===== src/rtl/gemm_pkg.sv =====
// gemm_pkg: shared GEMM tile sizes, tile types and fill-state encoding
package gemm_pkg;
  localparam int GEMM_M = 2;
  localparam int GEMM_N = 2;
  localparam int GEMM_K = 2;
  localparam int GEMM_P = 8;
  typedef logic signed [GEMM_M-1:0][GEMM_K-1:0][GEMM_P-1:0] a_tile_t;
  typedef logic signed [GEMM_K-1:0][GEMM_N-1:0][GEMM_P-1:0] b_tile_t;
  typedef logic signed [GEMM_M-1:0][GEMM_N-1:0][4*GEMM_P-1:0] c_tile_t;
  typedef enum logic [1:0] {FILL_A, FILL_B, FILL_C, PRESENT} fill_state_e;
endpackage


===== src/rtl/gemm_tile_buf.sv =====
// gemm_tile_buf: one A/B/C tile register set plus its mode bit, written one element at a time
module gemm_tile_buf
  import gemm_pkg::*;
#(
  parameter int M = GEMM_M,
  parameter int N = GEMM_N,
  parameter int K = GEMM_K,
  parameter int P = GEMM_P,
  parameter int IW = 4
) (
  input  logic                                clk_i,
  input  logic                                rst_i,
  input  logic                                we_i,
  input  fill_state_e                         phase_i,
  input  logic [IW-1:0]                       idx_i,
  input  logic [4*P-1:0]                      data_i,
  input  logic                                mode_we_i,
  input  logic                                mode_i,
  output logic signed [M-1:0][K-1:0][P-1:0]   A_o,
  output logic signed [K-1:0][N-1:0][P-1:0]   B_o,
  output logic signed [M-1:0][N-1:0][4*P-1:0] C_o,
  output logic                                halved_o
);
  logic [M*K-1:0][P-1:0] a_q;
  logic [K*N-1:0][P-1:0] b_q;
  logic [M*N-1:0][4*P-1:0] c_q;
  // each write lands in the row-major slot chosen by phase and index
  always_ff @(posedge clk_i) begin
    if (rst_i) begin
      a_q <= '0;
      b_q <= '0;
      c_q <= '0;
      halved_o <= 1'b0;
    end else begin
      for (int i = 0; i < M*K; i++) if (we_i && phase_i == FILL_A && idx_i == IW'(i)) a_q[i] <= data_i[P-1:0];
      for (int i = 0; i < K*N; i++) if (we_i && phase_i == FILL_B && idx_i == IW'(i)) b_q[i] <= data_i[P-1:0];
      for (int i = 0; i < M*N; i++) if (we_i && phase_i == FILL_C && idx_i == IW'(i)) c_q[i] <= data_i;
      if (mode_we_i) halved_o <= mode_i;
    end
  end
  assign A_o = a_q;
  assign B_o = b_q;
  assign C_o = c_q;
endmodule


===== src/rtl/gemm_tile_loader.sv =====
// gemm_tile_loader: assembles A/B/C operand tiles from a one-element-per-beat stream and presents them to the GEMM core
// GEMM_TILE_LOADER_DOUBLE_BUF_EN: fill the next tile in a second buffer while the current one is presented
module gemm_tile_loader
  import gemm_pkg::*;
#(
  parameter int M = GEMM_M,
  parameter int N = GEMM_N,
  parameter int K = GEMM_K,
  parameter int P = GEMM_P
) (
  input  logic                                clk_i,
  input  logic                                rst_i,
  input  logic [4*P-1:0]                      in_data_i,
  input  logic                                in_valid_i,
  input  logic                                in_last_i,
  input  logic                                in_mode_i,
  output logic                                in_ready_o,
  output logic signed [M-1:0][K-1:0][P-1:0]   A_o,
  output logic signed [K-1:0][N-1:0][P-1:0]   B_o,
  output logic signed [M-1:0][N-1:0][4*P-1:0] C_o,
  output logic                                halved_o,
  output logic                                valid_o,
  input  logic                                ready_i,
  output logic                                err_o
);
  localparam int MK = M * K;
  localparam int KN = K * N;
  localparam int T = MK + KN + M * N;
  localparam int CW = $clog2(T);
  fill_state_e state_q, state_d;
  logic [CW-1:0] cnt_q, cnt_d, idx;
  logic err_q, beat, at_end, bad, done;
  assign beat = in_valid_i && in_ready_o;
  assign at_end = cnt_q == CW'(T - 1);
  assign bad = beat && (in_last_i != at_end);
  assign done = beat && at_end && in_last_i;
  assign idx = state_q == FILL_A ? cnt_q : state_q == FILL_B ? cnt_q - CW'(MK) : cnt_q - CW'(MK + KN);
`ifdef GEMM_TILE_LOADER_DOUBLE_BUF_EN
  localparam fill_state_e DONE_ST = FILL_A;
  logic wr_sel_q, wr_sel_d, valid_q, valid_d, held_q, held_d, swap;
  logic signed [M-1:0][K-1:0][P-1:0] a_b [2];
  logic signed [K-1:0][N-1:0][P-1:0] b_b [2];
  logic signed [M-1:0][N-1:0][4*P-1:0] c_b [2];
  logic h_b [2];
  for (genvar g = 0; g < 2; g++) begin : g_buf
    gemm_tile_buf #(.M(M), .N(N), .K(K), .P(P), .IW(CW)) u_buf (
      .clk_i(clk_i), .rst_i(rst_i), .we_i(beat && wr_sel_q == 1'(g)), .phase_i(state_q), .idx_i(idx),
      .data_i(in_data_i), .mode_we_i(beat && wr_sel_q == 1'(g) && cnt_q == '0), .mode_i(in_mode_i),
      .A_o(a_b[g]), .B_o(b_b[g]), .C_o(c_b[g]), .halved_o(h_b[g])
    );
  end
  // swap in the filled buffer when the presented one is empty or leaving this cycle
  always_comb begin
    swap = (done && (!valid_q || ready_i)) || (held_q && ready_i);
    held_d = held_q ? !ready_i : done && !swap;
    valid_d = swap || (valid_q && !ready_i);
    wr_sel_d = wr_sel_q ^ swap;
  end
  // present-side registers
  always_ff @(posedge clk_i) begin
    if (rst_i) begin
      wr_sel_q <= 1'b0;
      valid_q <= 1'b0;
      held_q <= 1'b0;
    end else begin
      wr_sel_q <= wr_sel_d;
      valid_q <= valid_d;
      held_q <= held_d;
    end
  end
`else
  localparam fill_state_e DONE_ST = PRESENT;
  gemm_tile_buf #(.M(M), .N(N), .K(K), .P(P), .IW(CW)) u_buf (
    .clk_i(clk_i), .rst_i(rst_i), .we_i(beat), .phase_i(state_q), .idx_i(idx),
    .data_i(in_data_i), .mode_we_i(beat && cnt_q == '0), .mode_i(in_mode_i),
    .A_o(A_o), .B_o(B_o), .C_o(C_o), .halved_o(halved_o)
  );
`endif
  // fill state, element counter and framing-error pulse
  always_ff @(posedge clk_i) begin
    if (rst_i) begin
      state_q <= FILL_A;
      cnt_q <= '0;
      err_q <= 1'b0;
    end else begin
      state_q <= state_d;
      cnt_q <= cnt_d;
      err_q <= bad;
    end
  end
  // advance per accepted beat; a framing error drops the partial tile and restarts at FILL_A
  always_comb begin
    state_d = state_q;
    cnt_d = cnt_q;
    if (bad) begin
      state_d = FILL_A;
      cnt_d = '0;
    end else if (beat) begin
      cnt_d = at_end ? '0 : cnt_q + CW'(1);
      state_d = at_end ? DONE_ST : cnt_q == CW'(MK - 1) ? FILL_B : cnt_q == CW'(MK + KN - 1) ? FILL_C : state_q;
    end else if (state_q == PRESENT && ready_i) begin
      state_d = FILL_A;
    end
  end
  // handshake outputs depend only on registered state (and reset)
  always_comb begin
    err_o = err_q;
`ifdef GEMM_TILE_LOADER_DOUBLE_BUF_EN
    in_ready_o = !rst_i && !held_q;
    valid_o = valid_q;
    A_o = wr_sel_q ? a_b[0] : a_b[1];
    B_o = wr_sel_q ? b_b[0] : b_b[1];
    C_o = wr_sel_q ? c_b[0] : c_b[1];
    halved_o = wr_sel_q ? h_b[0] : h_b[1];
`else
    in_ready_o = !rst_i && state_q != PRESENT;
    valid_o = state_q == PRESENT;
`endif
  end
endmodule


===== config.mk =====
export PLATFORM = sky130hd
export DESIGN_NAME = gemm_tile_loader
export DESIGN_NICKNAME = d
export VERILOG_FILES = /design/src/rtl/gemm_pkg.sv /design/src/rtl/gemm_tile_buf.sv /design/src/rtl/gemm_tile_loader.sv
export SDC_FILE = /design/constraint.sdc
export NUM_CORES = 1
export LEC_CHECK = 0
export BUFFER_PORTS_ARGS = -buffer_cell sky130_fd_sc_hd__buf_2
export CORE_MARGIN = 5
export CORE_UTILIZATION = 52
export CTS_CLUSTER_DIAMETER = 120
export CTS_CLUSTER_SIZE = 10
export DETAILED_ROUTE_END_ITERATION = 10
export GPL_TIMING_DRIVEN = 0
export PLACE_DENSITY = 0.8
export SYNTH_ARGS = -nofsm -noshare
export SYNTH_HDL_FRONTEND = slang
export SYNTH_SLANG_ARGS = --single-unit

===== constraint.sdc =====
create_clock -name clk_i -period 2.35 [get_ports clk_i]
set_input_delay 0 -clock clk_i [delete_from_list [all_inputs] [get_ports clk_i]]
set_output_delay 0 -clock clk_i [all_outputs]
set_load 0.01 [all_outputs]

==> impl_metrics.prom <==
# TYPE chip_impl_metric gauge
chip_impl_info{name="run_status",value="complete, no violations"} 1
chip_impl_metric{name="number_of_enable_type_register_cells_in_the_synthesized_netlist",unit=""} 0
chip_impl_metric{name="worst_pin_slew",unit="ns"} 0.814
chip_impl_info{name="worst_setup_path_end_kind",value="flip-flop"} 1
chip_impl_metric{name="drt-vias-per-instance",unit=""} 6.10
chip_impl_metric{name="netlist_instances",unit=""} 958
chip_impl_info{name="tritoncts",value="done"} 1
chip_impl_metric{name="grt_max_degree",unit=""} 17
chip_impl_metric{name="fp.dieW",unit="um"} 135
chip_impl_metric{name="synth-warning-count",unit=""} 0
chip_impl_metric{name="clock_sink_count",unit=""} 200
chip_impl_metric{name="routed_wirelength",unit="um"} 29000
chip_impl_metric{name="globalplace.congestion",unit=""} 0.897
chip_impl_metric{name="tritoncts.num_buffers",unit=""} 17
chip_impl_info{name="timing.hold.worst.class",value="input pin to flip-flop"} 1
chip_impl_metric{name="filler_cells_inserted",unit=""} 1250
chip_impl_metric{name="drv_cap",unit=""} 0
chip_impl_metric{name="netlist_area_pre_place",unit="um^2"} 8080
chip_impl_metric{name="place.detailed.hpwl",unit="um"} 20600
chip_impl_metric{name="worst_vdd_drop",unit="mV"} 0.516
chip_impl_metric{name="timing.final.hold_violations",unit=""} 0
chip_impl_metric{name="layout.nets",unit=""} 1290
chip_impl_metric{name="postLayoutSetupSlackWorst",unit="ns"} 0.339
chip_impl_metric{name="regArea",unit="um^2"} 4000
chip_impl_metric{name="post_synth.cell_area_avg",unit="um^2"} 8.44
chip_impl_metric{name="synthDistinctLibCells",unit=""} 42
chip_impl_metric{name="initial_utilization",unit="%"} 53.2
chip_impl_metric{name="cts_htree_levels",unit=""} 4
chip_impl_metric{name="setup-tns-final",unit="ns"} 0
chip_impl_metric{name="power.density",unit="nW/um^2"} 655
chip_impl_metric{name="routed-via-count",unit=""} 8826
chip_impl_metric{name="area_growth_syn_to_layout",unit="%"} 29.3
chip_impl_info{name="critical_path_class",value="flip-flop to flip-flop"} 1
chip_impl_metric{name="max_freq",unit="MHz"} 497
chip_impl_metric{name="io_buffers",unit=""} 233
chip_impl_metric{name="route.detailed.wl_per_inst",unit="um"} 20.0
chip_impl_metric{name="slew_viol_final",unit=""} 0
chip_impl_metric{name="fp.coreArea",unit="um^2"} 15200
chip_impl_info{name="ys_dominant_reg_cell",value="dfxtp_1"} 1
chip_impl_metric{name="clock_tree.buffer_depth",unit=""} 2
chip_impl_metric{name="setup-violations-final",unit=""} 0
chip_impl_metric{name="drive_gt1_share",unit="%"} 28.6
chip_impl_metric{name="fin_skew",unit="ns"} 0.00676
chip_impl_metric{name="syn-num-nets",unit=""} 1003
chip_impl_metric{name="vias_in_the_first_global_route",unit=""} 8077
chip_impl_metric{name="global_route_wire_length_before_repair",unit="um"} 43900
chip_impl_metric{name="initialDrtViolationCount",unit=""} 1089
chip_impl_info{name="clock_tree.root_cell",value="clkbuf_16"} 1
chip_impl_metric{name="clock_insertion_delay_worst_skew",unit="ns"} 0.43
chip_impl_metric{name="grt_antenna_before_repair",unit=""} 1
chip_impl_info{name="unrepaired_setup_endpoints_after_global_routing",value="no"} 1
chip_impl_info{name="cp-start-kind",value="flip-flop"} 1
chip_impl_metric{name="timing.critical_path.fanout_max",unit=""} 10
chip_impl_metric{name="async_reset_ff_share",unit="%"} 0
chip_impl_metric{name="standard_cell_rows",unit=""} 45
chip_impl_metric{name="drt_first_pass_iters",unit=""} 5
chip_impl_metric{name="grt_usage",unit="%"} 30.8
chip_impl_metric{name="timing.critical_path.required",unit="ns"} 2.71
chip_impl_metric{name="post_cts.resized_instances",unit=""} 0
chip_impl_metric{name="placement.setup.worst_slack",unit="ns"} 0.414
chip_impl_metric{name="layout_min_cycle_time",unit="ns"} 2.01
chip_impl_metric{name="final_antenna_net_count",unit=""} 0
chip_impl_metric{name="synth_seq_area_share",unit="%"} 49.5
chip_impl_metric{name="die-height",unit="um"} 135
chip_impl_metric{name="leakagePower",unit="nW"} 4.23
chip_impl_metric{name="timing.final.crit_share",unit="%"} 85.6
chip_impl_metric{name="multi_input_comb_area",unit="um^2"} 3480
chip_impl_metric{name="post_cts.repair.setup_buffers",unit=""} 0
chip_impl_metric{name="ios",unit=""} 234
chip_impl_metric{name="route.detailed.drc",unit=""} 0
chip_impl_metric{name="reg2reg_setup_slack",unit="ns"} 0.34
chip_impl_metric{name="clk_pin_slew_worst_paths",unit="ns"} 0.07
chip_impl_metric{name="dieArea",unit="um^2"} 18100
chip_impl_metric{name="synth.ff_latch_count",unit=""} 200
chip_impl_metric{name="worst_ep_arrival_time",unit="ns"} 2.38
chip_impl_metric{name="slew_headroom",unit="%"} 45.7
chip_impl_metric{name="num_antenna_cells",unit=""} 0
chip_impl_metric{name="residual_overflow_from_global_routing",unit=""} 0
## layer usage
layer | wire length (um) | track usage [%]
met5 | 7 | 0
met4 | 1080 | 12.6
met3 | 3080 | 6.59
met2 | 13800 | 50.8
met1 | 11000 | 39.3
## path summary, 6_finish.rpt
path / startpoint / to / cells after the start
max reg2reg: cnt_q[3] / u_buf.B_o[14] / 7
max: cnt_q[3] / u_buf.B_o[14] / 7
min: in_valid_i / err_o / 4
min reg2reg: u_buf.A_o[8] / u_buf.A_o[8] / 2
## logic make-up (layout without fill, tap and decap cells)
group	Yosys count	after routing	share of synthesized area, %
AOI/OAI and AO/OA	403	403	26.7
xor gates and xnor gates	1	1	0.108
adders and majority gates	7	7	1.08
buffers and inverters	123	423	7.43
DFF	200	200	49.5
and+or+nand+nor	224	224	15.1
## cells in the mapped netlist, drive strengths merged, types with 2 or more instances
master / n / area, um^2
nand3b: 4 / 30.0
clkbuf: 54 / 203
nor3: 2 / 10.0
dfxtp: 200 / 4000
o21ai: 196 / 1090
and3b: 4 / 35.0
or4: 2 / 18.8
a21oi: 197 / 986
ha: 7 / 87.6
buf: 63 / 375
nand3: 193 / 966
o311ai: 2 / 17.5
nand4: 2 / 12.5
nand2: 5 / 26.3
and4b: 2 / 20.0
nand4b: 2 / 17.5
inv: 6 / 22.5
## timing repair
item,in CTS,in global routing
endpoints found under the hold margin,116,0
hold buffers,35,0
setup endpoints to repair,0,0
## report_power, final
part / switching [mW] / internal (mW)
clock: 1.30 / 1.77
combinational: 0.250 / 0.117
sequential: 0.0101 / 3.40
## worst max-delay path: stages (launching register included)
cell and delay (ns):
dfxtp_1 0.54, inv_1 0.12, ha_1 0.32, and4b_1 0.19, clkbuf_1 0.22, buf_2 0.27
nand3_1 0.11, a21oi_1 0.17
## registers in the layout, indices dropped and copies added, names as in the netlist
signal	flops
u_buf.C_o	128
u_buf.B_o	32
cnt_q	4
u_buf.halved_o	1
state_q	2
u_buf.A_o	32
err_o	1
## final cells by class
class / instances / area share (%)
Inverter: 6 / 0.216
Multi-Input combinational cell: 635 / 33.3
Tap cell: 188 / 2.25
Timing Repair Buffer: 268 / 14.5
Buffer: 117 / 5.53
Sequential cell: 200 / 38.3
Clock buffer: 22 / 4.54
Clock inverter: 10 / 1.35
## placed cells by master (no fill, tap or decap), types with 7 or more instances in the layout
cell | netlist | layout
buf_2 | 45 | 278
clkbuf_16 | 0 | 17
dfxtp_1 | 200 | 200
ha_1 | 7 | 7
clkbuf_1 | 54 | 56
buf_4 | 8 | 8
dlygate4sd3_1 | 0 | 35
a21oi_1 | 197 | 197
o21ai_2 | 30 | 30
nand3_1 | 193 | 193
buf_6 | 7 | 7
o21ai_1 | 71 | 71
o21ai_0 | 95 | 95
## per-stage QoR
step	hold WS, ns	power (mW)	cells	util (%)	instance area, um^2
final	0.0562	6.85	1446	68.7	10500
after global routing	0.0747	7.00	1446	68.7	10500
after detailed placement	0.280	3.80	1379	62.4	9480
after floorplan	0.148	3.64	958	-	8080
after CTS	0.0408	6.84	1446	68.7	10500
after global placement	0.277	3.80	1379	62.4	9480
Note: power is estimated with default switching activity, not from simulation.
